$ cat src/rtl/seg_scan_ctrl.sv
// -----------------------------------------------------------------------------
// seg_scan_ctrl
//
// Drives the 4-digit 7-segment display from the two dmem-mapped operands.
// Every REFRESH_DIV cycles the operands are sampled and added. A small
// double-dabble FSM converts the IN_W+1-bit sum to three BCD digits. The
// digits are then time-multiplexed onto one shared BCD bus.
//
// Ports
//   clk       : system clock, all state on posedge
//   reset     : asynchronous, active-high
//   entrada1  : operand A (IN_W bits)
//   entrada2  : operand B (IN_W bits)
//   digitos   : one-hot digit enable, active-high (registered)
//   dis       : BCD value for the enabled digit, 4'hF = blank (registered)
//   busy      : high while a conversion is in progress
//   sum_q     : last latched sum (debug)
// -----------------------------------------------------------------------------
module seg_scan_ctrl #(
    parameter int unsigned REFRESH_DIV = 13_500_000,
    parameter int unsigned SCAN_DIV    = 2048,
    parameter int unsigned IN_W        = 6
) (
    input  logic            clk,
    input  logic            reset,
    input  logic [IN_W-1:0] entrada1,
    input  logic [IN_W-1:0] entrada2,
    output logic [3:0]      digitos,
    output logic [3:0]      dis,
    output logic            busy,
    output logic [IN_W:0]   sum_q
);

    localparam int unsigned SumW  = IN_W + 1;
    localparam int unsigned BcdW  = 12;
    localparam int unsigned ShW   = BcdW + SumW;
    localparam int unsigned PreW  = $clog2(REFRESH_DIV);
    localparam int unsigned ScanW = $clog2(SCAN_DIV);
    localparam int unsigned IterW = $clog2(SumW + 1);

    typedef enum logic [1:0] {
        StIdle,
        StShift,
        StCommit
    } state_e;

    // ------------------------------------------------------------------------
    // Declarations
    // ------------------------------------------------------------------------
    state_e state_q, state_d;

    logic [PreW-1:0]  presc_q, presc_d;
    logic             tick;

    logic [SumW-1:0]  sum_d;
    logic [SumW-1:0]  sum_next;
    logic [ShW-1:0]   shreg_q, shreg_d;
    logic [ShW-1:0]   shreg_adj;
    logic [IterW-1:0] iter_q, iter_d;

    logic             load_en;
    logic             shift_en;
    logic             commit_en;

    logic [3:0]       h_q, h_d;
    logic [3:0]       t_q, t_d;
    logic [3:0]       u_q, u_d;

    logic [ScanW-1:0] scan_q, scan_d;
    logic             scan_wrap;
    logic [1:0]       idx_q, idx_d;

    logic [3:0]       digitos_q, digitos_d;
    logic [3:0]       dis_q, dis_d;

    // ------------------------------------------------------------------------
    // Refresh prescaler: tick is high for exactly the terminal-count cycle
    // ------------------------------------------------------------------------
    always_comb begin
        tick    = (presc_q == PreW'(REFRESH_DIV - 1));
        presc_d = tick ? '0 : presc_q + 1'b1;
    end

    // ------------------------------------------------------------------------
    // Conversion FSM: state register
    // ------------------------------------------------------------------------
    always_ff @(posedge clk or posedge reset) begin
        if (reset) begin
            state_q <= StIdle;
        end else begin
            state_q <= state_d;
        end
    end

    // ------------------------------------------------------------------------
    // Conversion FSM: next state
    // A tick arriving outside StIdle is simply ignored.
    // ------------------------------------------------------------------------
    always_comb begin
        state_d = state_q;
        case (state_q)
            StIdle: begin
                if (tick) begin
                    state_d = StShift;
                end
            end
            StShift: begin
                // This cycle performs the last of the SumW shifts.
                if (iter_q == IterW'(SumW - 1)) begin
                    state_d = StCommit;
                end
            end
            StCommit: begin
                state_d = StIdle;
            end
            default: begin
                state_d = StIdle;
            end
        endcase
    end

    // ------------------------------------------------------------------------
    // Conversion FSM: outputs
    // ------------------------------------------------------------------------
    always_comb begin
        busy      = (state_q != StIdle);
        load_en   = (state_q == StIdle) && tick;
        shift_en  = (state_q == StShift);
        commit_en = (state_q == StCommit);
    end

    // ------------------------------------------------------------------------
    // Double-dabble datapath
    // Shift register layout: {hundreds, tens, units, binary sum}.
    // ------------------------------------------------------------------------
    always_comb begin
        // Operands are zero-extended so the sum can never overflow.
        sum_next = SumW'(entrada1) + SumW'(entrada2);

        // Add 3 to every BCD nibble >= 5 before the shift.
        shreg_adj = shreg_q;
        for (int i = 0; i < 3; i++) begin
            if (shreg_q[SumW + 4*i +: 4] >= 4'd5) begin
                shreg_adj[SumW + 4*i +: 4] = shreg_q[SumW + 4*i +: 4] + 4'd3;
            end
        end

        sum_d   = sum_q;
        shreg_d = shreg_q;
        iter_d  = iter_q;

        if (load_en) begin
            sum_d   = sum_next;
            shreg_d = {{BcdW{1'b0}}, sum_next};
            iter_d  = '0;
        end else if (shift_en) begin
            shreg_d = ShW'({shreg_adj, 1'b0});
            iter_d  = iter_q + 1'b1;
        end
    end

    // All three display digits update on the same edge so the scan never
    // shows a mix of old and new digits.
    always_comb begin
        h_d = h_q;
        t_d = t_q;
        u_d = u_q;
        if (commit_en) begin
            h_d = shreg_q[SumW + 8 +: 4];
            t_d = shreg_q[SumW + 4 +: 4];
            u_d = shreg_q[SumW     +: 4];
        end
    end

    always_ff @(posedge clk or posedge reset) begin
        if (reset) begin
            presc_q <= '0;
            sum_q   <= '0;
            shreg_q <= '0;
            iter_q  <= '0;
            h_q     <= '0;
            t_q     <= '0;
            u_q     <= '0;
        end else begin
            presc_q <= presc_d;
            sum_q   <= sum_d;
            shreg_q <= shreg_d;
            iter_q  <= iter_d;
            h_q     <= h_d;
            t_q     <= t_d;
            u_q     <= u_d;
        end
    end

    // ------------------------------------------------------------------------
    // Digit scan (free-running, independent of the FSM)
    // ------------------------------------------------------------------------
    always_comb begin
        scan_wrap = (scan_q == ScanW'(SCAN_DIV - 1));
        scan_d    = scan_wrap ? '0 : scan_q + 1'b1;
        // Two-bit index wraps 3 -> 0 naturally.
        idx_d     = scan_wrap ? idx_q + 2'd1 : idx_q;
    end

    // Outputs are registered from next-state values: digitos and dis move on
    // the same edge as the index, and a committed value reaches dis on the
    // edge right after the commit.
    always_comb begin
        digitos_d = 4'b0001 << idx_d;
        case (idx_d)
            2'd0: dis_d = u_d;
            2'd1: dis_d = (h_d == 4'd0 && t_d == 4'd0) ? 4'hF : t_d;
            2'd2: dis_d = (h_d == 4'd0) ? 4'hF : h_d;
            default: dis_d = 4'hF;
        endcase
    end

    always_ff @(posedge clk or posedge reset) begin
        if (reset) begin
            scan_q    <= '0;
            idx_q     <= '0;
            digitos_q <= 4'b0001;
            dis_q     <= 4'h0;
        end else begin
            scan_q    <= scan_d;
            idx_q     <= idx_d;
            digitos_q <= digitos_d;
            dis_q     <= dis_d;
        end
    end

    assign digitos = digitos_q;
    assign dis     = dis_q;

endmodule
$ cat config.mk
export PLATFORM = sky130hd
export DESIGN_NAME = seg_scan_ctrl
export DESIGN_NICKNAME = d
export VERILOG_FILES = /design/src/rtl/seg_scan_ctrl.sv
export SDC_FILE = /design/constraint.sdc
export NUM_CORES = 1
export LEC_CHECK = 0
export CORE_MARGIN = 3
export CORE_UTILIZATION = 50
export CTS_BUF_LIST = sky130_fd_sc_hd__clkbuf_4 sky130_fd_sc_hd__clkbuf_8
export CTS_CLUSTER_SIZE = 16
export DETAILED_ROUTE_END_ITERATION = 6
export PLACE_DENSITY = 0.71
export SLEW_MARGIN = 40
export SYNTH_ARGS = -nofsm -noshare
export SYNTH_HDL_FRONTEND = slang
export SYNTH_SLANG_ARGS = --single-unit
$ cat constraint.sdc
create_clock -name clk -period 2.7 [get_ports clk]
set_input_delay 0.405 -clock clk [delete_from_list [all_inputs] [get_ports clk]]
set_output_delay 0.405 -clock clk [all_outputs]
set_load 0.005 [all_outputs]
==> metrics.md <==
| Metric | Value |
|---|---|
| Max incr delay on CP | 0.57 ns |
| Worst slew pin tran | 0.545 ns |
| Site Rows | 33 |
| DP HPWL | 6.35 mm |
| Die outline width | 101 um |
| GRT Util Overall | 0.192 |
| RSZ-0062 raised after global routing | false |
| PortBufs | 29 |
| Final period util | 0.848 |
| Status | finished, final reports clean |
| Antenna Nets Post-Route | 0 |
| Residual DRC count | 0 |
| Fin. max-slew vios | 0 |
| Slowest cell on the critical path | clkdlybuf4s50_1 |
| P&R area growth vs syn | 14.0% |
| Leakage | 2.38 nW |
| CTS buffer count | 9 |
| Final clock skew | 0.0106 ns |
| Power Total | 2.28 mW |
| Number of global-route vias before repair | 3328 |
| CTS H-tree lvls | 3 |
| Drt first-iter violations | 180 |
| Pwr dens | 445 nW/um^2 |
| Final WS setup | 0.410 ns |
| RePlAce Congestion | 0.858 |
| Hold buffer count at cts | 0 |
| CP Data Arrival Time | 1.89 ns |
| Ant diodes | 0 |
| Syn_nets | 470 |
| Post-Synth Simple-Gate Area | 0.167 |
| Place WS | 0.196 ns |
| 1st-pass router iterations | 4 |
| Clk sink count | 88 |
| Area contributors post-synth | dfrtp_1 48%, ha_1 4.5%, xnor2_1 3.9% |
| Gr ovfl total | 0 |
| Fin nets | 506 |
| CP required | 2.30 ns |
| Ys async rst share | 1.00 |
| I/O Pins | 30 |
| Synthesis-stage register bit count | 88 |
| Yosys cell types | 54 |
| Min cycle time layout | 2.29 ns |
| Number of synthesized flops with an enable pin | 0 |
| Compound-Gate Fraction of Synth Area | 0.140 |
| Root buffer cell | clkbuf_8 |
| Final setup fails | 0 |
| Seq/Total Area, Yosys | 0.491 |
| Core footprint | 8460 sq um |
| Crit path launch type | register |
| Commonest cells in the netlist | 87 x dfrtp_1, 41 x nand2_1, 35 x nor2_1, 26 x o21ai_0, 22 x inv_1 |
| Dominant synthesized flop cell | dfrtp_1 |
| Ys Warns | 0 |
| Mux share of post-synthesis cell area | 0.0507 |
| Total Neg Setup Slack | 0 ns |
| Starting Density | 0.531 |
| Highest clock rate | 437 MHz |
| Area leader, netlist | dfrtp_1 |
| Hold Path Class | primary input to async pin |
| Die Area | 10200 sq um |
| Worst-path clk slew | 0.09 ns |
| Number of fill cells | 700 |
| Drt total wl | 9.08 mm |
| Layout cells sized above 1 | 0.108 |
| CP max FO | 9 |
| Clock Path Buffers | 2 |
| First-pass GRT wire length | 15.6 mm |
| Syn Area/Cell | 10.2 sq um |
| Synthesized netlist cell count | 439 |
| Synth Area in Adders | 0.0490 |
| CTS resizes | 0 |
| TritonCTS clock tree | built |
| Critical path class | register to output port |
| Clk Latency, worst-skew pair | 0.36 ns |
| Main combinational cell family by area after synthesis | simple AND/OR/NAND/NOR gates |
| Pin count of the biggest net entering global routing | 89 |
| Max-slew headroom | 0.633 |
| Vias | 3374 |
| Die Y | 101 um |
| Syn Std Cell Area | 4490 sq um |
| Initial antenna violation count | 0 |
| Setup repair bufs after CTS | 0 |
| Maximum vdd drop | 0.342 mV |
| Most common cell in the synthesized netlist | dfrtp_1 |
| Max_cap viols | 0 |
| Top-area cell type share of the netlist area | 0.485 |
| Final Hold Vio Count | 0 |
| Synth Area in XOR/XNOR | 0.0682 |
| Worst setup EP type | output port |
| Via/cell ratio | 5.77 |
| CP Cell Sequence | buf_4 -> inv_1 -> nand2_1 -> clkdlybuf4s50_1 |
| WL per Instance | 15.5 um |
==> metal layers <==
| layer | up-vias | track usage | share of wire |
|---|---|---|---|
| li1 | 1636 | - | - |
| met5 | - | 0 | 0 |
| met1 | 1640 | 0.259 | 0.48 |
| met4 | 0 | 0.0570 | 0.014 |
| met3 | 12 | 0.0533 | 0.044 |
| met2 | 86 | 0.304 | 0.46 |
==> path summary, 6_finish.rpt <==
check	end	from	cells past startpoint	slack (ns)
setup / recovery	busy	state_q[1]	4	0.41
hold / removal	iter_q[2]	reset	3	0.42
setup reg to reg	dis[1]	scan_q[0]	7	0.45
hold reg to reg	presc_q[0]	presc_q[0]	1	0.50
max in group asynchronous	digitos[0]	reset	3	1.87
min in group clk	presc_q[0]	presc_q[0]	1	0.50
==> where the power goes <==
| group | internal (mW) | total, mW | switching [mW] |
|---|---|---|---|
| registers | 1.32 | 1.33 | 0.00468 |
| logic | 0.0495 | 0.107 | 0.0573 |
| clock network | 0.361 | 0.842 | 0.481 |
==> flip-flops by register name, indices dropped and copies added (netlist names) <==
| name | count |
|---|---|
| dis | 4 |
| idx_q | 2 |
| digitos | 4 |
| h_q | 4 |
| iter_q | 3 |
| shreg_q | 19 |
| scan_q | 11 |
| t_q | 4 |
| u_q | 4 |
| presc_q | 24 |
| sum_q | 7 |
| state_q | 2 |
==> logic make-up (layout without fill, tap and decap cells) <==
logic type,after synthesis,in the layout
and+or+nand+nor,149,149
muxes,21,21
buffers and inverters,37,78
DFF,88,88
xor gates and xnor gates,35,35
adders and majority gates,17,17
AOI/OAI and AO/OA,92,92
==> metrics by stage <==
| step | util | hold slack (ns) | cells | area [sq um] |
|---|---|---|---|---|
| after floorplan | - | 0.448 | 439 | 4490 |
| after global placement | 0.584 | 0.470 | 569 | 4940 |
| after detailed placement | 0.584 | 0.485 | 569 | 4940 |
| after CTS | 0.605 | 0.482 | 585 | 5120 |
| after global routing | 0.605 | 0.495 | 585 | 5120 |
| final | 0.605 | 0.419 | 585 | 5120 |
==> cell usage in the layout, fill, tap and decap left out, types with 8 or more instances in the layout <==
master	instances
nand4_1	8
xnor2_1	20
a21oi_1	15
dfrtp_1	87
o21ai_0	26
nor3_1	9
buf_4	10
clkbuf_8	10
nand2_1	41
ha_1	16
mux2_2	14
clkdlybuf4s50_1	29
xor2_1	15
nand2b_1	9
nor2_1	35
a22o_1	8
inv_1	21
nand3_1	15
==> worst max-delay path: cells and delay by family, from the launching register on <==
family                 cells  cell delay, ns
flip-flops                 1            0.42
buffers and inverters      3            0.86
AND/OR/NAND/NOR            1            0.25
==> layout make-up <==
type                       instances  area (sq um)  share of cell area
clock buffer                      10           138              0.0269
sequential                        88          2200               0.430
multi-input combinational        314          2140               0.417
timing repair buffer              40           385              0.0753
tap                              105           131              0.0257
clock inverter                     6          42.5             0.00831
inverter                          22          83.8              0.0164
Power figures use the tool's default switching activity.
